<file path="config.mk">
export PLATFORM = sky130hd
export DESIGN_NAME = serial_add_sequencer
export DESIGN_NICKNAME = d
export VERILOG_FILES = /design/src/rtl/serial_add_sequencer.sv
export SDC_FILE = /design/constraint.sdc
export NUM_CORES = 1
export LEC_CHECK = 0
export ABC_AREA = 1
export BUFFER_PORTS_ARGS = -buffer_cell sky130_fd_sc_hd__buf_2
export CAP_MARGIN = 0
export CORE_AREA = 2 2 60 62
export CTS_CLUSTER_SIZE = 28
export DETAILED_ROUTE_END_ITERATION = 7
export DIE_AREA = 0 0 62 64
export GPL_TIMING_DRIVEN = 0
export PLACE_DENSITY = 0.74
export RECOVER_POWER = 100
export SLEW_MARGIN = 40
export SYNTH_ARGS = -nofsm -noshare
export SYNTH_HDL_FRONTEND = slang
export SYNTH_SLANG_ARGS = --single-unit
</file>
<file path="constraint.sdc">
create_clock -name clk -period 1.5 [get_ports clk]
set_input_delay 0.225 -clock clk [delete_from_list [all_inputs] [get_ports clk]]
set_output_delay 0.225 -clock clk [all_outputs]
set_load 0.1 [all_outputs]
</file>
<file path="src/rtl/serial_add_sequencer.sv">
// Bit-serial adder controller.
// Adds two WIDTH-bit operands one bit per clock, LSB first, through a single
// full adder. A valid/ready handshake accepts jobs and another hands back the
// sum together with the carry-out and signed-overflow flags.
module serial_add_sequencer #(
    parameter int WIDTH = 8
) (
    input  logic             clk,
    input  logic             rst_n,
    input  logic             clear,
    input  logic             start_valid,
    output logic             start_ready,
    input  logic [WIDTH-1:0] a,
    input  logic [WIDTH-1:0] b,
    input  logic             carryin,
    output logic             result_valid,
    input  logic             result_ready,
    output logic [WIDTH-1:0] sum,
    output logic             carryout,
    output logic             overflow,
    output logic             busy
);

    localparam int            CW          = $clog2(WIDTH);
    localparam logic [CW-1:0] LAST_BIT    = CW'(WIDTH - 1);
    localparam logic [CW-1:0] MSB_CIN_BIT = CW'(WIDTH - 2);

    localparam logic [1:0] ST_IDLE = 2'd0;
    localparam logic [1:0] ST_RUN  = 2'd1;
    localparam logic [1:0] ST_DONE = 2'd2;

    logic [1:0]       state;
    logic [WIDTH-1:0] a_sh;
    logic [WIDTH-1:0] b_sh;
    logic             carry;
    logic             msb_cin;
    logic [CW-1:0]    bit_cnt;
    logic [CW-1:0]    bit_cnt_inc;
    logic             fa_sum;
    logic             fa_cout;

    // Handshake and status flags decode straight from the state register.
    assign start_ready  = (state == ST_IDLE);
    assign busy         = (state == ST_RUN);
    assign result_valid = (state == ST_DONE);

    // The block's one and only full adder: current LSBs plus the carry flop.
    always_comb begin
        fa_sum  = a_sh[0] ^ b_sh[0] ^ carry;
        fa_cout = (a_sh[0] & b_sh[0]) | (carry & (a_sh[0] ^ b_sh[0]));
    end

    // Bit counter increment as a ripple of half adders, so no word adder is built.
    always_comb begin
        logic ripple;
        bit_cnt_inc = '0;
        ripple      = 1'b1;
        for (int i = 0; i < CW; i++) begin
            bit_cnt_inc[i] = bit_cnt[i] ^ ripple;
            ripple         = ripple & bit_cnt[i];
        end
    end

    // Sequencer: accept, shift one bit per cycle, publish the result, then wait for the consumer.
    // Sum bits enter at the top of a_sh as its operand bits leave at the bottom, so after
    // the last bit a_sh (plus the final adder output) holds the whole sum. The visible
    // sum only changes on the final edge, keeping outputs stable while a job runs.
    always_ff @(posedge clk or negedge rst_n) begin
        if (!rst_n) begin
            state    <= ST_IDLE;
            a_sh     <= '0;
            b_sh     <= '0;
            carry    <= 1'b0;
            msb_cin  <= 1'b0;
            bit_cnt  <= '0;
            sum      <= '0;
            carryout <= 1'b0;
            overflow <= 1'b0;
        end else if (clear) begin
            state    <= ST_IDLE;
            carry    <= 1'b0;
            msb_cin  <= 1'b0;
            bit_cnt  <= '0;
            sum      <= '0;
            carryout <= 1'b0;
            overflow <= 1'b0;
        end else begin
            case (state)
                ST_IDLE: begin
                    if (start_valid) begin
                        a_sh    <= a;
                        b_sh    <= b;
                        carry   <= carryin;
                        bit_cnt <= '0;
                        state   <= ST_RUN;
                    end
                end
                ST_RUN: begin
                    a_sh    <= {fa_sum, a_sh[WIDTH-1:1]};
                    b_sh    <= {1'b0, b_sh[WIDTH-1:1]};
                    carry   <= fa_cout;
                    bit_cnt <= bit_cnt_inc;
                    if (bit_cnt == MSB_CIN_BIT) begin
                        msb_cin <= fa_cout;
                    end
                    if (bit_cnt == LAST_BIT) begin
                        sum      <= {fa_sum, a_sh[WIDTH-1:1]};
                        carryout <= fa_cout;
                        overflow <= msb_cin ^ fa_cout;
                        state    <= ST_DONE;
                    end
                end
                ST_DONE: begin
                    if (result_ready) begin
                        state <= ST_IDLE;
                    end
                end
                default: begin
                    state <= ST_IDLE;
                end
            endcase
        end
    end

endmodule
</file>
Word level (Yosys, flattened, before mapping)
Cells that the tools add are included.
- register bits after elaboration: 33
- output and inout port bits: 13
- word-level logic and storage cells: 66
- reduce and logical (&&, ||, !) cells: 11
- bitwise gates (word level): 11
- muxes and demuxes: 27
- eq/ne operators: 8
- operators by type and width (kind ; number):
    $mux 8 ; 5
    $pmux 8 s2 ; 2
    $mux 1 ; 11
    $mux 2 ; 4
    $reduce_bool 2->1 ; 4
    $eq 3x3->1 const B ; 2
    $mux 3 ; 2
    $ne 3x2->1 const B ; 2
    $pmux 2 s3 ; 1
    $pmux 3 s2 ; 1
    $reduce_and 2->1 ; 3
    $reduce_and 3->1 ; 2
    $xor 1x1->1 ; 5
    $and 1x1->1 ; 3
    $ne 3x3->1 const B ; 1
    $reduce_bool 3->1 ; 1
    $eq 2x1->1 const B ; 1
    $eq 2x2->1 const B ; 1
    $logic_not 2->1 ; 1
    $ne 2x2->1 const B ; 1
    $not 1->1 ; 2
    $pmux 1 s2 ; 1
    $or 1x1->1 ; 1

Logic depth before layout (Yosys ltp)
- word-level depth: 7
- gate-level depth with buffers: 7
- depth with buffers taken out: 7

Worst setup path after synthesis
No wires, ideal clock.
- path kind: register -> register
- from: register state[1]
- to: register state[1]
- required time: 1.379 ns
- slack: -0.833 ns
- setup time: 0.121 ns
- clock period less this slack: 2.333 ns
- arrival: 2.212 ns
- cell stages (with the launch flop): 6
- path buffers: 0
- cells stage by stage: dfrtp_1 > inv_1 > nor2_1 > nand3_1 > nand4_1 > nand2_1
- cells in the longest elaborated chain, start to end: 3
- elaborated cells between the ends (all ways): 9
- those cells by class: 5 x eq/ne; 2 x mux; 2 x reduce/logical
- ends and longest elaborated chain (item ; RTL line ; text):
    start, declared ; 32 ; logic [1:0] state;
    start signal, assigned ; 70 ; state <= ST_IDLE;
    start signal, assigned ; 80 ; state <= ST_IDLE;
    start signal, assigned ; 95 ; state <= ST_RUN;
    $eq 2x2->1 (*) ; n/a ;
    net result_valid ; 16 ; output logic result_valid,
    $ne 3x2->1 (no source line) or $pmux 2 s3 (tied branches) ; n/a ;
    $reduce_and 3->1 (no source line) or $mux 2 (tied branches) ; n/a ;
The timed path passes the listed nets; every way through them passes the cells marked *.
A chain may end at the register's enable or synchronous reset.

Final worst setup path
- from: register state[0]
- to: output busy
- cells in the longest elaborated chain, start to end: 1
- ends and longest elaborated chain (item ; RTL line ; text):
    $eq 2x1->1 ; 44 ; assign busy = (state == ST_RUN);
    end, declared ; 21 ; output logic busy
Every way passes these cells.

==> summary.txt <==
Clock tree
  – CTS HTree Levels: 2
  – Max clock buf depth: 2
  – CTS root buffer: clkbuf_4
  – Clock Pin Slew Worst Setup and Hold Paths: 0.09 ns
  – TritonCTS Buffers: 5
  – CTS tree: done
  – Clock sinks: 33
  – Clk Latency, worst-skew pair: 0.34 ns

Global route
  – Total GRT Usage: 0.208
  – Vias in the first global route: 1415
  – Grt total ovfl: 0
  – Initial antenna violation count: 0
  – First-pass GRT wire length: 5960 um
  – Largest net degree at the start of global routing: 34

Drt
  – DRT iter0 DRCs: 77
  – Routed WL: 3520 um
  – Routed Antenna Nets: 0
  – Routed vias/inst: 4.84
  – DR DRC count: 0
  – TritonRoute pass-1 iters: 4
  – Via count: 1413
  – Wire length per cell: 12.1 um

Pwr
  – Sequential power share: 0.475
  – Combinational power share: 0.193
  – Switching Fraction: 0.280
  – Pint: 1.53 mW
  – Leakage: 1.10 nW
  – NetSw: 0.595 mW
  – Pwr/cell area: 1020 nW/um^2
  – Clock network fraction of design power: 0.333
  – VDD IR max: 0.701 mV

Floorplan
  – Die Wd: 62 um
  – Die height: 64 um
  – Top Ports: 35
  – Die Area: 3970 sq um
  – # rows: 21
  – Starting Density: 0.507
  – Core Area: 3280 sq um

Cells and area
  – Share of cells above drive strength 1: 0.285
  – Area grow syn2layout: 24.6%
  – Nets: 271
  – Ant diodes: 0
  – Final std cells w/o fill: 292

Setup path
  – Worst r2r src: bit_cnt[1]
  – Worst Path Max Fanout: 4
  – WP data arrival: 1.26 ns
  – Buf/Inv on CP: 3
  – CP cell instances: inv_2 -> nor2_4 -> buf_8 -> buf_12
  – Crit-path max cell delay: 0.43 ns
  – Crit path depth: 4
  – Crit. End Element: primary output
  – Reg2reg end: sum[0]
  – Req. time, crit path: 1.27 ns
  – Nature of the critical path startpoint: flip-flop
  – Slowest stage cell, crit path: dfrtp_2
  – CP top delay family: flip-flops
  – Crit Path Class: reg -> out
  – Reg2Reg Depth: 6
  – Reg2Reg Setup Slack: 0.06 ns

Timing
  – Final hold viol count: 0
  – Final Cycle Share: 0.989
  – # setup viols final: 0
  – Min Hold Slack: 0.120 ns
  – Slew headroom: 0.466
  – Post-route setup slack: 0.0170 ns
  – Clock period minus worst slack: 1.48 ns
  – Clock skew after layout: 0.0113 ns
  – Final max-slew violation count: 0
  – Fmax: 674 MHz
  – RSZ-0062 raised after global routing: yes
  – Worst-Margin Slew: 0.801 ns

Place
  – Worst slack, placed: -0.122 ns
  – Placed instance count: 276
  – DP HPWL: 2430 um
  – I/O Buffers: 33
  – Routability cong.: 0.820

Synth
  – Synth Flop Type: dfrtp_1
  – Post-synth EDFFs: 0
  – Synthesized instance count: 197
  – Post-Syn Area: 1660 sq um
  – Area contributors post-synth: dfrtp_1 (50%), nand2_1 (19%), o21ai_0 (4.8%), inv_1 (3.8%), o21ai_1 (2.4%)
  – Top-count cell post-synth: nand2_1
  – Post-synth top area cell: dfrtp_1
  – Syn_nets: 223
  – YS warnings: 0
  – Register area share after synthesis: 0.496
  – Synth Register Bits: 33
  – Post-synth top cells: nand2_1 (83), dfrtp_1 (33), inv_1 (17)
  – Async S/R FF share, synth: 1.00
  – Avg Cell Area, Syn: 8.45 sq um
  – Top-area cell type share of the netlist area: 0.496
  – Synth unique cells: 30

Run
  – MaxCap Viol Count: 0

Min path
  – Hold path start: clear
  – HP Class: in -> reg
  – Hold Path End: state[0]
  – Hold Crit Depth: 2

Run status
  – Outcome: complete, no violations
## how the worst max path moves through the flow
stage	start	to	slack [ns]
after CTS	bit_cnt[1]	carryout	-0.07
after global routing	state[0]	busy	-0.04
final	state[0]	busy	0.02
after detailed placement	state[0]	busy	-0.12
after global placement	state[0]	busy	-0.11
after floorplan	state[1]	state[1]	0.005
## metrics by stage
step	TNS (ns)	power, mW	cell area, sq um	util
finish	0	2.12	2070	0.631
global placement	-0.202	1.39	1900	0.579
floorplan	0	1.30	1680	-
CTS	-0.703	2.12	2040	0.622
global route	-0.0777	2.27	2070	0.631
detailed placement	-0.559	1.41	1900	0.579
## state kept, by name (all words and copies together), names as in the netlist
signal / flops
sum: 8
a_sh: 8
msb_cin: 1
b_sh: 8
carryout: 1
overflow: 1
state: 2
bit_cnt: 3
carry: 1
## what timing repair did
item / 4_1_cts / 5_1_grt
hold buffers: 1 / 0
resized for setup: 10 / 5
buffers inserted: 2 / 5
endpoints found under the setup margin: 13 / 13
pin swaps: 0 / 2
endpoints found under the hold margin: 33 / 0
## metal layers
| layer | up-vias | GRT usage | wire length (um) |
|---|---|---|---|
| met5 | - | 0 | 0 |
| met4 | 0 | 0.0824 | 53 |
| met3 | 7 | 0.0729 | 163 |
| met2 | 28 | 0.337 | 1780 |
| met1 | 659 | 0.245 | 1530 |
| li1 | 719 | - | - |
## layout make-up
cell class	count	area [sq um]
plain buffers	6	66.3
clock buffers	7	55.1
clock inverters	1	30.0
fillers	304	1210
inverters	19	71.3
multi-input cells	139	692
flip-flops and latches	33	828
well taps	46	57.6
repair buffers	41	273
## placed cells by master (no fill, tap or decap)
cell type / netlist / layout
nand2_1: 83 / 82
dfrtp_1: 33 / 31
buf_2: 0 / 19
o21ai_0: 16 / 16
inv_1: 17 / 15
clkbuf_2: 0 / 12
buf_4: 2 / 9
o21ai_1: 8 / 8
nand3_1: 6 / 6
clkbuf_4: 0 / 5
nor2_4: 1 / 4
buf_12: 1 / 4
nand2_2: 2 / 4
inv_2: 1 / 3
nor2_1: 4 / 3
ha_1: 3 / 3
o21ai_2: 2 / 2
a21oi_1: 1 / 2
nand4_1: 2 / 2
dfrtp_2: 0 / 2
o21ai_4: 1 / 1
buf_6: 2 / 1
buf_8: 1 / 1
clkinv_1: 1 / 1
o31ai_1: 1 / 1
o22ai_1: 1 / 1
or2_0: 1 / 1
nand3_2: 1 / 1
xnor2_1: 1 / 1
fa_1: 1 / 1
bufinv_16: 0 / 1
clkbuf_8: 0 / 1
clkbuf_1: 0 / 1
dlygate4sd3_1: 0 / 1
## power by group through the flow
stage                     combinational (mW)  sequential (mW)  clock (mW)
after floorplan                        0.275             1.02           0
after global placement                 0.370             1.03           0
after detailed placement               0.377             1.03           0
after CTS                              0.404             1.01       0.711
after global routing                   0.464             1.02       0.783
final                                  0.410             1.01       0.707
## kinds of logic (layout without fill, tap and decap cells)
family	after synthesis	count (layout)	share of synthesized area
adder cells (fa/ha/maj)	4	4	0.0346
XOR/XNOR	1	1	0.00526
flip-flops	33	33	0.496
AO/OA/AOI/OAI	31	31	0.109
buffers and inverters	25	74	0.0865
AND/OR/NAND/NOR	103	103	0.268
## worst register-to-register path, delay by kind of cell, from the launching register on
kind / cells / cell delay, ns
fa+ha+maj: 2 / 0.44
flops: 1 / 0.41
compound gates: 2 / 0.31
buf+inv: 1 / 0.17
simple gates: 1 / 0.05
Note: power is estimated with default switching activity, not from simulation.
